[src/rtl/hazard_detection_unit_pkg.sv]
// Shared pipeline definitions for the hazard detection unit: stall-length
// encoding, register-number width and the hard-wired zero register.
package hazard_detection_unit_pkg;

    localparam int unsigned REG_W = 5;

    localparam logic [REG_W-1:0] REG_ZERO = 5'd0;

    localparam logic [1:0] STALL_NONE = 2'd0;
    localparam logic [1:0] STALL_ONE  = 2'd1;
    localparam logic [1:0] STALL_TWO  = 2'd2;

    // A producer only matters if it writes the register and that register is not $zero.
    function automatic logic reg_match(
        input logic             reg_write,
        input logic [REG_W-1:0] write_reg,
        input logic [REG_W-1:0] src_reg
    );
        return reg_write & (write_reg == src_reg) & (src_reg != REG_ZERO);
    endfunction

endpackage

[src/rtl/hazard_need_calc.sv]
// Combinational stall-length calculation for the instruction in ID against
// the producers currently in EX and MEM.
module hazard_need_calc
    import hazard_detection_unit_pkg::*;
(
    input  logic             id_rs_i,
    input  logic [REG_W-1:0] id_rs_num_i,
    input  logic [REG_W-1:0] id_rt_num_i,
    input  logic             id_uses_rt_i,
    input  logic             id_branch_i,
    input  logic             id_jr_i,
    input  logic             ex_mem_read_i,
    input  logic             ex_reg_write_i,
    input  logic [REG_W-1:0] ex_write_reg_i,
    input  logic             mem_mem_read_i,
    input  logic             mem_reg_write_i,
    input  logic [REG_W-1:0] mem_write_reg_i,
    output logic [1:0]       need_o
);

    logic uses_rt_s;
    logic early_s;
    logic ex_hit_s;
    logic mem_hit_s;

    // Dependence terms; jr never reads Rt whatever the decoder says.
    always_comb begin
        uses_rt_s = id_uses_rt_i & ~id_jr_i;
        early_s   = id_branch_i | id_jr_i;
        ex_hit_s  = (id_rs_i   & reg_match(ex_reg_write_i,  ex_write_reg_i,  id_rs_num_i))
                  | (uses_rt_s & reg_match(ex_reg_write_i,  ex_write_reg_i,  id_rt_num_i));
        mem_hit_s = (id_rs_i   & reg_match(mem_reg_write_i, mem_write_reg_i, id_rs_num_i))
                  | (uses_rt_s & reg_match(mem_reg_write_i, mem_write_reg_i, id_rt_num_i));
    end

    // Highest applicable stall length wins.
    always_comb begin
        need_o = STALL_NONE;
        if (early_s && ex_hit_s && ex_mem_read_i) begin
            need_o = STALL_TWO;
        end else if (early_s && (ex_hit_s || (mem_hit_s && mem_mem_read_i))) begin
            need_o = STALL_ONE;
        end else if (!early_s && ex_hit_s && ex_mem_read_i) begin
            need_o = STALL_ONE;
        end else begin
            need_o = STALL_NONE;
        end
    end

endmodule

[src/rtl/hazard_detection_unit.sv]
// Load-use / early-branch hazard detection: drives the ID/EX bubble select and
// the PC / IF-ID write enables, holding multi-cycle stalls with a down-counter.
module hazard_detection_unit
    import hazard_detection_unit_pkg::*;
#(
    parameter int unsigned STALL_CNT_W = 32
) (
    input  logic                   Clk,
    input  logic                   Rst,
    input  logic [REG_W-1:0]       ID_Rs,
    input  logic [REG_W-1:0]       ID_Rt,
    input  logic                   ID_UsesRs,
    input  logic                   ID_UsesRt,
    input  logic                   ID_Branch,
    input  logic                   ID_JRSrc,
    input  logic                   EX_MemRead,
    input  logic                   EX_RegWrite,
    input  logic [REG_W-1:0]       EX_WriteReg,
    input  logic                   MEM_MemRead,
    input  logic                   MEM_RegWrite,
    input  logic [REG_W-1:0]       MEM_WriteReg,
    input  logic                   Flush,
    output logic                   Hazard,
    output logic                   PCWrite,
    output logic                   IFIDWrite,
    output logic [STALL_CNT_W-1:0] StallCount
);

    logic [1:0]             need_s;
    logic                   detect_s;
    logic                   stall_s;
    logic [1:0]             cnt_q;
    logic [1:0]             cnt_d;
    logic [STALL_CNT_W-1:0] stall_cnt_q;
    logic [STALL_CNT_W-1:0] stall_cnt_d;

    hazard_need_calc u_need_calc (
        .id_rs_i         (ID_UsesRs),
        .id_rs_num_i     (ID_Rs),
        .id_rt_num_i     (ID_Rt),
        .id_uses_rt_i    (ID_UsesRt),
        .id_branch_i     (ID_Branch),
        .id_jr_i         (ID_JRSrc),
        .ex_mem_read_i   (EX_MemRead),
        .ex_reg_write_i  (EX_RegWrite),
        .ex_write_reg_i  (EX_WriteReg),
        .mem_mem_read_i  (MEM_MemRead),
        .mem_reg_write_i (MEM_RegWrite),
        .mem_write_reg_i (MEM_WriteReg),
        .need_o          (need_s)
    );

    // Stall decision and hold-counter next state; a flush discards the held instruction.
    always_comb begin
        detect_s = (cnt_q == 2'd0) && (need_s != STALL_NONE) && !Flush;
        stall_s  = !Flush && (detect_s || (cnt_q != 2'd0));
        cnt_d    = 2'd0;
        if (Flush) begin
            cnt_d = 2'd0;
        end else if (cnt_q != 2'd0) begin
            cnt_d = cnt_q - 2'd1;
        end else if (detect_s) begin
            cnt_d = need_s - 2'd1;
        end else begin
            cnt_d = 2'd0;
        end
    end

    // Saturating count of stalled cycles.
    always_comb begin
        stall_cnt_d = stall_cnt_q;
        if (stall_s && (stall_cnt_q != {STALL_CNT_W{1'b1}})) begin
            stall_cnt_d = stall_cnt_q + {{(STALL_CNT_W-1){1'b0}}, 1'b1};
        end else begin
            stall_cnt_d = stall_cnt_q;
        end
    end

    // State registers.
    always_ff @(posedge Clk or negedge Rst) begin
        if (!Rst) begin
            cnt_q       <= 2'd0;
            stall_cnt_q <= {STALL_CNT_W{1'b0}};
        end else begin
            cnt_q       <= cnt_d;
            stall_cnt_q <= stall_cnt_d;
        end
    end

    assign Hazard     = stall_s;
    assign PCWrite    = !stall_s;
    assign IFIDWrite  = !stall_s;
    assign StallCount = stall_cnt_q;

endmodule

[config.mk]
export PLATFORM = sky130hd
export DESIGN_NAME = hazard_detection_unit
export DESIGN_NICKNAME = d
export VERILOG_FILES = /design/src/rtl/hazard_detection_unit_pkg.sv /design/src/rtl/hazard_need_calc.sv /design/src/rtl/hazard_detection_unit.sv
export SDC_FILE = /design/constraint.sdc
export NUM_CORES = 1
export LEC_CHECK = 0
export CORE_MARGIN = 8
export CORE_UTILIZATION = 50
export DETAILED_ROUTE_END_ITERATION = 7
export HOLD_SLACK_MARGIN = 0.15
export PLACE_DENSITY = 0.86
export SYNTH_ARGS = -nofsm -noshare
export SYNTH_HDL_FRONTEND = slang
export SYNTH_SLANG_ARGS = --single-unit
[constraint.sdc]
create_clock -name Clk -period 4.25 [get_ports Clk]
set_input_delay 0.85 -clock Clk [delete_from_list [all_inputs] [get_ports Clk]]
set_output_delay 0.85 -clock Clk [all_outputs]
set_load 0.02 [all_outputs]
==> impl_metrics.toml <==
[run_status]
status = "complete, no violations"

[pwr]
p_per_area_nw_per_um2 = 267
power.total_uw = 747
peakVddDrop_uv = 184
p_leak_uw = 0.00106

[clocking]
clock_path_buffers = 2
htreeDepth = 2
cts.sinks = 34
cts-root-buf = "clkbuf_8"
clk_latency_ns = 0.29
hold_buffers = 0
postCtsResizedCells = 0
cts_tree = "yes"
cts_setup_buffers = 0
clkTransAtPathRegs_ns = 0.07
cts_buffers = 5

[place]
place_congestion = 0.891
dp_cells = 320
placed_cell_area_um2 = 2690
dp_slack_ns = 0.190
dp_hpwl_um = 4030
numPortBuffers = 65

[worst_setup_path]
crit_arrival_ns = 3.20
critical_path_class = "input pin to output pin"
rrSetupSlack_ns = 1.65
critPathMaxFanout = 4
r2r-end = "StallCount[12]"
critPathLaunchType = "input pin"
worst_setup_path_end_kind = "output pin"
rr_startpoint = "StallCount[0]"
crit_start = "ID_Rs[0]"
rr_worst_depth = 8
crit_required_ns = 3.40

[floorplanning]
die_area_um2 = 6330
rows = 23
ios = 66
core_area_um2 = 3940
die_h_um = 79.6
start_util = 0.513
dieWidth_um = 79.6

[grt]
grt_antenna_before_repair = 0
grt_util_met2 = 0.292
top_usage_layer = "met2"
grt_pass1_vias = 1867
met3_usage = 0.0608
use_met1 = 0.170
grt_pass1_wl_um = 8370
grt.total_usage = 0.166
grt_max_degree = 35
overflow = 0

[logic_synthesis]
synth_seq_area_share = 0.421
synthAdderAreaFrac = 0.00619
synthArstFlopShare = 1.00
netlist_area_um2 = 2020
synth_top_family_by_area = "simple AND/OR/NAND/NOR gates"
synth-compound-area-share = 0.0241
synth.distinct_cells = 32
syn_inst = 211
synth_seq_cells = 34
synthXorXnorAreaFrac = 0.221
synth_edf_count = 0
synth.area.mux_share = 0.00557
synthSimpleGateAreaFrac = 0.289
yosysWarnings = 0
syn_nets = 243
yosys_most_used_dff = "dfrtp_1"
syn_area_per_cell_um2 = 9.58

[sta]
setup_tns_ns = 0
fin_crit_sh = 0.952
rsz0062_at_grt = "false"
hold_viol = 0
slew_viol_final = 0
layout_min_cycle_time_ns = 4.05
finalSetupViolations = 0
relSlewSlack = 0.468
timing.fmax_mhz = 247
clock_skew_ns = 0.00479
tightest_slew_ns = 0.795
setup_ws_ns = 0.203

[finish]
fin_cells = 328
fin_nets = 309
layout_common_cells = "65 x clkdlybuf4s50_1, 39 x xnor2_1, 34 x dfrtp_1"
regArea_um2 = 851
final_cell_area_um2 = 2800
area_delta_synth_final_pct = 38.3
final_layout_size_suffix_gt1_frac = 0.0540
fillers = 319
diodes = 0
multi_input_area_um2 = 1100
layout_commonest_cell = "clkdlybuf4s50_1"

[min_path]
min_to = "StallCount[26]"
hold_depth = 1
hp-start = "StallCount[26]"
hold_path.class = "flip-flop to flip-flop"

[route]
ant_nets = 0
wl_per_cell_um = 15.6
wirelength_um = 5100
drtPass1Iterations = 4
drtIter0Drc = 147
drc = 0
num_vias = 1802
vias_per_cell = 5.49

[flow_run]
drv_cap = 0
==> cell usage after synthesis, types with 3 or more instances <==
cell | n | area share
and3_1 | 4 | 0.012
buf_2 | 3 | 0.0074
buf_6 | 3 | 0.017
dfrtp_1 | 34 | 0.42
nand2_1 | 22 | 0.041
nand3_1 | 25 | 0.062
nand4_1 | 11 | 0.034
nor2_1 | 13 | 0.024
nor3_1 | 11 | 0.027
nor4_1 | 7 | 0.022
or4_1 | 3 | 0.011
xnor2_1 | 39 | 0.17
xor2_1 | 12 | 0.052
==> logic make-up after synthesis <==
group,count (synthesis)
buf+inv,10
compound gates,5
mux,1
flops,34
xor+xnor,51
simple gates,109
fa+ha+maj,1
==> per-stage QoR <==
step | hold WS (ns) | utilization
after floorplan | 0.452 | -
final | 0.489 | 0.709
after global placement | 0.473 | 0.682
after CTS | 0.493 | 0.709
after detailed placement | 0.484 | 0.682
after global routing | 0.503 | 0.709
==> layout make-up <==
| cell class | count | area share |
|---|---|---|
| clock buffer | 7 | 0.0273 |
| timing repair buffer | 67 | 0.238 |
| tap | 50 | 0.0224 |
| clock inverter | 1 | 0.0107 |
| multi-input combinational | 167 | 0.394 |
| sequential | 34 | 0.304 |
| inverter | 2 | 0.00269 |
==> worst max-delay path: stages <==
cell	delay, ns
clkdlybuf4s50_1	0.47
or4_1	0.56
o21ai_1	0.18
nand4b_1	0.16
a311o_2	0.21
o31ai_4	0.09
inv_1	0.08
clkdlybuf4s50_1	0.60
==> worst max path at each step <==
stage	depth (start not counted)	end
after floorplan	8	PCWrite
after global placement	8	PCWrite
after detailed placement	8	IFIDWrite
after CTS	8	IFIDWrite
after global routing	8	PCWrite
final	8	PCWrite
==> flip-flops by register name, summed over array words and instances, names as in the netlist <==
name,flops
cnt_q,2
StallCount,32
==> routing by layer <==
metal	share of wire	vias to the layer above
met4	0.021	0
met3	0.085	8
met5	0	-
met2	0.51	61
li1	-	867
met1	0.38	866
==> where the power goes <==
| group | total, µW | leakage, µW | switching [µW] | internal [µW] |
|---|---|---|---|---|
| Combinational | 112 | 0.000539 | 50.1 | 61.4 |
| Sequential | 345 | 0.000473 | 12.5 | 332 |
| Clock | 291 | 0.0000524 | 116 | 175 |
Power figures use the tool's default switching activity.
